[src/rtl/sample_rate_sequencer.sv]
// sample_rate_sequencer: maps host rate codes to DCM M/D values and sequences reprogram, lock and settle
module sample_rate_sequencer #(
  parameter int DEFAULT_CODE   = 16,
  parameter int TIMEOUT_CYCLES = 4096,
  parameter int SETTLE_CYCLES  = 1024
) (
  input  logic       ti_clk,
  input  logic       reset_n,
  input  logic [4:0] rate_code,
  input  logic       rate_req,
  input  logic       prog_done,
  input  logic       locked,
  output logic [8:0] M,
  output logic [8:0] D,
  output logic       DCM_prog_trigger,
  output logic       busy,
  output logic       acq_hold,
  output logic       rate_ok,
  output logic [1:0] err,
  output logic [4:0] current_code
);
  typedef enum logic [2:0] {IDLE, LOAD, TRIG, WAIT_DROP, WAIT_DONE, WAIT_LOCK, SETTLE} state_t;
  localparam int CMAX = TIMEOUT_CYCLES > SETTLE_CYCLES ? TIMEOUT_CYCLES : SETTLE_CYCLES;
  localparam int CW = $clog2(CMAX) + 1;
  localparam logic [CW-1:0] TMO_LAST = CW'(TIMEOUT_CYCLES - 1);
  localparam logic [CW-1:0] SETTLE_LAST = CW'(SETTLE_CYCLES - 1);

  function automatic logic [17:0] rate_md(input logic [4:0] c);
    case (c)
      5'd0:  rate_md = {9'd7,   9'd125};
      5'd1:  rate_md = {9'd7,   9'd100};
      5'd2:  rate_md = {9'd21,  9'd250};
      5'd3:  rate_md = {9'd14,  9'd125};
      5'd4:  rate_md = {9'd35,  9'd250};
      5'd5:  rate_md = {9'd21,  9'd125};
      5'd6:  rate_md = {9'd14,  9'd75};
      5'd7:  rate_md = {9'd28,  9'd125};
      5'd8:  rate_md = {9'd7,   9'd25};
      5'd9:  rate_md = {9'd7,   9'd20};
      5'd10: rate_md = {9'd112, 9'd250};
      5'd11: rate_md = {9'd14,  9'd25};
      5'd12: rate_md = {9'd7,   9'd10};
      5'd13: rate_md = {9'd21,  9'd25};
      5'd14: rate_md = {9'd28,  9'd25};
      5'd15: rate_md = {9'd35,  9'd25};
      5'd16: rate_md = {9'd42,  9'd25};
      5'd17: rate_md = {9'd28,  9'd15};
      5'd18: rate_md = {9'd56,  9'd25};
      5'd19: rate_md = {9'd14,  9'd5};
      default: rate_md = '0;
    endcase
  endfunction

  localparam logic [17:0] DEF_MD = rate_md(5'(DEFAULT_CODE));

  state_t state, next;
  logic [1:0] pd_q, lk_q;
  logic [CW-1:0] cnt;
  logic prog_done_s, locked_s, prog_ok, accept, wait_st, tmo;

  assign prog_done_s = pd_q[1];
  assign locked_s = lk_q[1];
  assign accept = state == IDLE && rate_req && rate_code < 5'd20;
  assign wait_st = state inside {WAIT_DROP, WAIT_DONE, WAIT_LOCK};
  assign tmo = wait_st && cnt == TMO_LAST;
  assign busy = state != IDLE;
  assign acq_hold = busy;
  assign DCM_prog_trigger = state == TRIG;

  // bring the generator's asynchronous status into ti_clk
  always_ff @(posedge ti_clk or negedge reset_n)
    if (!reset_n) {pd_q, lk_q} <= '0;
    else {pd_q, lk_q} <= {pd_q[0], prog_done, lk_q[0], locked};

  // state register
  always_ff @(posedge ti_clk or negedge reset_n)
    if (!reset_n) state <= IDLE;
    else state <= next;

  // sequence: load, single trigger, then follow PROGDONE/LOCKED with a shared timeout
  always_comb begin
    next = state;
    case (state)
      IDLE:      next = accept ? LOAD : IDLE;
      LOAD:      next = TRIG;
      TRIG:      next = WAIT_DROP;
      WAIT_DROP: next = !prog_done_s ? WAIT_DONE : tmo ? IDLE : WAIT_DROP;
      WAIT_DONE: next = prog_done_s ? WAIT_LOCK : tmo ? IDLE : WAIT_DONE;
      WAIT_LOCK: next = locked_s ? SETTLE : tmo ? IDLE : WAIT_LOCK;
      SETTLE:    next = cnt == SETTLE_LAST ? IDLE : SETTLE;
      default:   next = IDLE;
    endcase
  end

  // one counter: timeout across all wait states, restarted for the settle interval
  always_ff @(posedge ti_clk or negedge reset_n)
    if (!reset_n) cnt <= '0;
    else if (state == TRIG || (state == WAIT_LOCK && locked_s)) cnt <= '0;
    else if (wait_st || state == SETTLE) cnt <= cnt + CW'(1);

  // M/D are loaded on acceptance so they are stable through LOAD before the trigger
  always_ff @(posedge ti_clk or negedge reset_n)
    if (!reset_n) begin
      {M, D} <= DEF_MD;
      current_code <= 5'(DEFAULT_CODE);
      err <= '0;
      rate_ok <= 1'b0;
      prog_ok <= 1'b1;
    end else if (accept) begin
      {M, D} <= rate_md(rate_code);
      current_code <= rate_code;
      err <= '0;
      rate_ok <= 1'b0;
      prog_ok <= 1'b0;
    end else if (state == IDLE) begin
      err <= rate_req ? 2'd1 : (rate_ok && !locked_s) ? 2'd3 : err;
      rate_ok <= rate_req ? rate_ok : prog_ok && locked_s;
    end else if (tmo && next == IDLE) begin
      err <= state == WAIT_LOCK ? 2'd3 : 2'd2;
    end else if (state == SETTLE && next == IDLE) begin
      rate_ok <= 1'b1;
      prog_ok <= 1'b1;
    end
endmodule
[config.mk]
export PLATFORM = sky130hd
export DESIGN_NAME = sample_rate_sequencer
export DESIGN_NICKNAME = d
export VERILOG_FILES = /design/src/rtl/sample_rate_sequencer.sv
export SDC_FILE = /design/constraint.sdc
export NUM_CORES = 1
export LEC_CHECK = 0
export ABC_AREA = 1
export CORE_AREA = 5 5 110 86
export DETAILED_ROUTE_END_ITERATION = 12
export DIE_AREA = 0 0 115 91
export SKIP_LAST_GASP = 1
export SYNTH_ARGS = -nofsm -noshare
export SYNTH_HDL_FRONTEND = slang
export SYNTH_SLANG_ARGS = --single-unit
[constraint.sdc]
create_clock -name ti_clk -period 2.6 [get_ports ti_clk]
set_input_delay 0.39 -clock ti_clk [delete_from_list [all_inputs] [get_ports ti_clk]]
set_output_delay 0.39 -clock ti_clk [all_outputs]
set_load 0.02 [all_outputs]
==> impl_metrics.py, run 1 <==
metrics = {
    "setup_path": {
        "endpoint_kind": "output port",
        "slowest_stage": "clkdlybuf4s50_1",
        "ff2ff_setup_slack_ns": 0.68,
        "worstPathCellList": "inv_2 -> nand3_1 -> inv_1 -> clkdlybuf4s50_1",
        "ff2ff_path_depth": 7,
        "path_class": "reg -> out",
        "worst-endpoint-arrival_ns": 1.69,
        "reg2reg_from": "state[1]$_DFF_PN0_",
        "reg2reg_to": "M[3]$_DFFE_PN1P_",
        "crit_fanout": 7,
        "cp-start-kind": "flip-flop",
        "cp_slowest_stage_delay_ns": 0.60,
        "critPathRequiredTime_ns": 2.21,
    },
    "clock_tree": {
        "cts_buffer_depth": 2,
        "cts.sinks": 44,
        "cts_tree": "done",
        "hold_buffers": 0,
        "numCtsBuffers": 5,
        "htreeDepth": 2,
        "post_cts_resized": 0,
        "clock_latency_ns": 0.29,
        "root_buffer": "clkbuf_8",
        "cts.clk_slew.worst_paths_ns": 0.08,
        "post_cts_buffers": 0,
    },
    "floorplan": {
        "core_area_um2": 8270,
        "start_util": 0.289,
        "die_y_um": 91,
        "die_area_um2": 10500,
        "ios": 39,
        "die_x_um": 115,
        "core.rowCount": 29,
    },
    "finish": {
        "nNetsFinal": 362,
        "drive_gt1_frac": 0.138,
        "fin_cells": 456,
        "n_antenna_cell": 0,
        "area_growth_pct": 22.9,
    },
    "synthesis": {
        "synth_top_area_share": 0.377,
        "yosysSeqAreaShare": 0.465,
        "post_synth.cell_area_avg_um2": 7.76,
        "synth-edff-count": 0,
        "synth_top_area_cell": "dfrtp_1",
        "ys.flop_type": "dfrtp_1",
        "yosysWarnings": 0,
        "ys_types": 31,
        "async_reset_ff_frac": 1.00,
        "netlist_area_um2": 2390,
        "synthCells": 308,
        "synthTopCellsByArea": "dfrtp_1 (38%), nand2_1 (11%), dfstp_2 (8.8%), inv_1 (6.0%), nor2_1 (5.2%)",
        "ys_seq_elements": 44,
    },
    "placed_design": {
        "dpl.hpwl_um": 4180,
        "port_buffers": 35,
        "place_inst": 448,
        "place_congestion": 0.903,
    },
    "sta": {
        "finalCriticalPeriod_ns": 2.08,
        "rsz0062_at_grt": "no",
        "slew_violations": 0,
        "worst_slew_pin_slew_ns": 0.503,
        "clock.fmax_mhz": 480,
        "setup_tns_ns": 0,
        "clock_skew_ns": 0.00510,
        "maxSlewHeadroom": 0.664,
        "setup-violations-final": 0,
        "fin_crit_sh": 0.800,
        "hold_violations": 0,
    },
    "power": {
        "clkPwrFrac": 0.139,
        "leakage_uw": 0.00135,
        "peakVddDrop_v": 0.000398,
        "p_int_uw": 1740,
        "seqPwrFrac": 0.365,
        "p_switching_uw": 1280,
        "p_comb_frac": 0.496,
        "power_density_nw_per_um2": 1030,
        "switching_share": 0.424,
    },
    "drt": {
        "viasPerCell": 4.44,
        "final_antenna_net_count": 0,
        "drt_iter0_markers": 112,
        "drc_errors": 0,
        "num_vias": 2024,
        "drt_wl_total_um": 5470,
        "wl_per_cell_um": 12.0,
        "drt_pre_antenna_iters": 4,
    },
    "outcome": {
        "status": "finished clean",
    },
    "global_route": {
        "grt_pass1_wl_um": 9330,
        "antenna_found_initial": 0,
        "grt_pass1_vias": 1991,
        "grt_overflow": 0,
        "grt_use_total": 0.109,
        "grt_max_degree": 24,
    },
    "min_path": {
        "hp-class": "in -> async",
    },
    "flow_run": {
        "drv_cap": 0,
    },
}
==> registers in the layout, summed over array words and instances, names as in the netlist <==
| signal | count |
|---|---|
| D | 8 |
| pd_q | 2 |
| rate_ok | 1 |
| M | 7 |
| state | 3 |
| cnt | 13 |
| prog_ok | 1 |
| current_code | 5 |
| lk_q | 2 |
| err | 2 |
==> placed cells by master (no fill, tap or decap), types with 2 or more instances in the layout <==
cell,n
o21a_1,2
a21oi_1,22
o21ai_1,4
conb_1,3
nor3_2,3
inv_1,38
nand2_1,72
nor2_1,33
ha_1,5
buf_4,3
clkbuf_8,5
inv_2,6
nand3_1,12
nor2_4,3
nor2_2,5
nor3_1,3
nand3_2,3
nand2_2,5
dfstp_2,8
a31oi_1,6
clkdlybuf4s50_1,34
clkinv_2,2
o21ai_0,23
dfrtp_1,36
o31ai_1,3
==> worst max-delay path by stage <==
stage | startpoint | endpoint | cells past startpoint
2_1_floorplan | state[1]$_DFF_PN0_ | err[1]$_DFFE_PN0P_ | 12
3_3_place_gp | rate_code[3] | M[3]$_DFFE_PN1P_ | 8
3_5_place_dp | rate_code[3] | M[3]$_DFFE_PN1P_ | 8
4_1_cts | state[2]$_DFF_PN0_ | DCM_prog_trigger | 4
5_1_grt | state[2]$_DFF_PN0_ | DCM_prog_trigger | 4
6_report | state[2]$_DFF_PN0_ | DCM_prog_trigger | 4
==> through the flow <==
step / utilization / hold WS, ns / setup slack [ns] / area (µm²) / total power (µW)
after floorplan: - / 0.0944 / 1.01 / 2400 / 2040
after global placement: 0.345 / 0.336 / 0.537 / 2850 / 2620
after detailed placement: 0.345 / 0.336 / 0.437 / 2850 / 2630
after CTS: 0.355 / 0.0553 / 0.495 / 2940 / 3070
after global routing: 0.355 / 0.0715 / 0.430 / 2940 / 3290
final: 0.355 / 0.0559 / 0.519 / 2940 / 3020
==> routing by layer <==
layer / part of all wire / routed length, µm / vias to the layer above / track usage
met5: 0 / 0 / - / 0
met4: 0.012 / 65 / 0 / 0.0371
met3: 0.039 / 215 / 5 / 0.0239
met2: 0.42 / 2310 / 32 / 0.159
met1: 0.53 / 2880 / 936 / 0.158
li1: - / - / 1051 / -
==> layout make-up <==
type / count / area (µm²)
clock buffer: 5 / 68.8
clock inverter: 3 / 18.8
fill: 877 / 5340
inverter: 45 / 169
multi-input combinational: 213 / 1070
sequential: 44 / 1110
tap: 108 / 135
timing repair buffer: 38 / 368
==> synthesized netlist by cell type, types with 4 or more instances <==
cell     number
nand2_1      72
inv_1        38
dfrtp_1      36
nor2_1       33
o21ai_0      23
a21oi_1      22
nand3_1      12
dfstp_2       8
a31oi_1       6
inv_2         6
buf_4         5
ha_1          5
nand2_2       5
nor2_2        5
o21ai_1       4
==> power by group through the flow <==
stage	Clock (µW)	Sequential (µW)	Combinational, µW
after floorplan	0	1290	757
after global placement	0	1110	1510
after detailed placement	0	1110	1510
after CTS	446	1110	1520
after global routing	481	1140	1670
final	420	1100	1500
==> logic make-up (layout without fill, tap and decap cells) <==
family          count (synthesis)  after routing  synth area share
simple gates                  143            143             0.275
compound gates                 62             62             0.141
buf+inv                        53             91            0.0921
flops                          44             44             0.465
fa+ha+maj                       5              5            0.0262
other cells                     1              3           0.00157
==> worst max-delay path: cells and delay by family (launching register included) <==
kind	cells	cell delay, ns
buf+inv	3	0.83
flops	1	0.45
simple gates	1	0.12
Note: power is estimated with default switching activity, not from simulation.
==> run 2: changes to the inputs <==
- clock period: 2.6 -> 2 ns (I/O delays scaled with it)
==> impl_metrics.py, run 2 (synthesis results as in run 1) <==
metrics = {
    "clock_tree": {
        "post_cts_buffers": 0,
        "cts_tree": "done",
        "cts.clk_slew.worst_paths_ns": 0.08,
        "clock_latency_ns": 0.29,
        "hold_buffers": 0,
        "numCtsBuffers": 5,
        "cts.sinks": 44,
        "cts_buffer_depth": 2,
        "root_buffer": "clkbuf_8",
        "htreeDepth": 2,
    },
    "finish": {
        "area_growth_pct": 25.9,
        "nNetsFinal": 368,
        "regMostFlops": "cnt",
        "n_antenna_cell": 0,
        "largest_reg_flops": 13,
        "drive_gt1_frac": 0.153,
        "layout_commonest_cell": "nand2_1",
        "register_area_um2": 1110,
        "final_area_um2": 3010,
        "multi_input_area_um2": 1070,
        "final_cell_mix": "nand2_1 (72), inv_1 (38), dfrtp_1 (36)",
        "num-fill-cells": 895,
        "fin_util": 0.364,
    },
    "placed_design": {
        "place_area_um2": 2900,
        "place_congestion": 0.883,
        "port_buffers": 35,
        "dpl.hpwl_um": 4290,
    },
    "power": {
        "power_density_nw_per_um2": 1350,
        "leakage_uw": 0.00140,
        "fin_total_pwr_uw": 4080,
        "peakVddDrop_v": 0.000485,
    },
    "drt": {
        "final_antenna_net_count": 0,
        "drt_pre_antenna_iters": 4,
        "num_vias": 2080,
        "drt_wl_total_um": 5690,
        "drc_errors": 0,
        "viasPerCell": 4.50,
        "drt_iter0_markers": 88,
        "wl_per_cell_um": 12.3,
    },
    "floorplan": {
        "die_x_um": 115,
        "core_area_um2": 8270,
        "start_util": 0.289,
        "die_y_um": 91,
        "core.rowCount": 29,
        "die_area_um2": 10500,
        "ios": 39,
    },
    "setup_path": {
        "reg2reg_from": "cnt[0]$_DFFE_PN0P_",
        "crit_fanout": 3,
        "cp-start-kind": "flip-flop",
        "ff2ff_setup_slack_ns": 0.23,
        "worstPathCellList": "ha_1 -> nand2_1 -> nor2_2 -> nand2_2 -> nor2_4 -> nand2_2 -> nand2_2 -> nand2_1 -> nor2_4 -> nand3_2 -> nand2_1 -> nand2_1 -> nand2_1",
        "crit_buf_inv": 0,
        "worst-endpoint-arrival_ns": 2.01,
        "crit_family": "simple AND/OR/NAND/NOR gates",
        "ff2ff_path_depth": 13,
        "slowest_stage": "dfrtp_1",
        "cp_slowest_stage_delay_ns": 0.38,
        "reg2reg_to": "err[0]$_DFFE_PN0P_",
        "crit_top_cell": "nand2_1",
        "endpoint_kind": "flip-flop",
        "path_class": "reg -> reg",
        "critPathRequiredTime_ns": 2.24,
    },
    "sta": {
        "worst_slew_pin_slew_ns": 0.555,
        "maxSlewHeadroom": 0.630,
        "slew_violations": 0,
        "clock_skew_ns": 0.00347,
        "rsz0062_at_grt": "no",
        "hold_violations": 0,
        "setup_tns_ns": 0,
        "fin_crit_sh": 0.886,
        "finalCriticalPeriod_ns": 1.77,
        "setup-violations-final": 0,
        "clock.fmax_mhz": 564,
    },
    "global_route": {
        "antenna_found_initial": 0,
        "grt_pass1_wl_um": 9850,
        "grt_pass1_vias": 2043,
        "grt_use_total": 0.116,
        "grt_max_degree": 45,
        "grt_overflow": 0,
    },
    "flow_run": {
        "drv_cap": 0,
    },
    "outcome": {
        "status": "finished clean",
    },
    "min_path": {
        "hp-class": "in -> async",
    },
}
-- run 2: cell count changes in the layout (fill, tap and decap cells not counted) --
cell and change:
buf_4 +6, clkdlybuf4s50_1 -3, dlymetal6s2s_1 +2, bufinv_16 +1, clkbuf_1 +1, clkinv_2 -1
clkinv_4 -1, dlygate4sd2_1 +1, nor2_1 -1, nor2_2 +1
-- run 2: layout make-up --
class | instances | area share
flip-flops and latches | 44 | 0.369
multi-input cells | 213 | 0.356
repair buffers | 44 | 0.138
inverters | 45 | 0.0561
well taps | 108 | 0.0449
clock buffers | 6 | 0.0241
clock inverters | 2 | 0.0116
-- run 2: metrics by stage --
step | instances | hold slack, ns | worst slack, ns
2_1_floorplan | 310 | 0.00441 | 0.411
5_1_grt | 462 | 0.137 | 0.0491
3_3_place_gp | 454 | 0.338 | 0.0827
6_report | 462 | 0.0790 | 0.227
3_5_place_dp | 454 | 0.343 | 0.0517
4_1_cts | 462 | 0.0968 | 0.0337
-- run 2: timing repair --
| action | CTS | global route |
|---|---|---|
| hold endpoints to repair | 0 | 0 |
| gates resized for setup | 1 | 3 |
| setup endpoints to repair | 1 | 3 |
| cloned | 0 | 0 |
-- run 2: worst max-delay path by stage --
stage	startpoint	end	cells past startpoint
after global routing	cnt[0]$_DFFE_PN0P_	err[0]$_DFFE_PN0P_	13
after global placement	rate_code[2]	err[0]$_DFFE_PN0P_	13
after CTS	state[2]$_DFF_PN0_	busy	3
after detailed placement	rate_code[2]	err[0]$_DFFE_PN0P_	13
final	cnt[0]$_DFFE_PN0P_	err[0]$_DFFE_PN0P_	13
after floorplan	state[1]$_DFF_PN0_	err[1]$_DFFE_PN0P_	12
-- run 2: where the power goes --
part / internal (µW) / switching [µW] / total [µW]
Sequential: 1230 / 207 / 1440
Clock: 371 / 306 / 677
Combinational: 791 / 1170 / 1960
Total: 2400 / 1680 / 4080
-- run 2: layer usage --
layer	global-route usage	up-vias	part of all wire
li1	-	1068	-
met1	0.168	954	0.50
met2	0.164	52	0.44
met3	0.0319	6	0.050
met4	0.0411	0	0.012
met5	0	-	0
-- run 2: worst reg2reg max path, delay by kind of cell, from the launching register on --
kind	cells	cell delay [ns]
adder cells (fa/ha/maj)	1	0.18
AND/OR/NAND/NOR	12	1.15
flip-flops	1	0.38
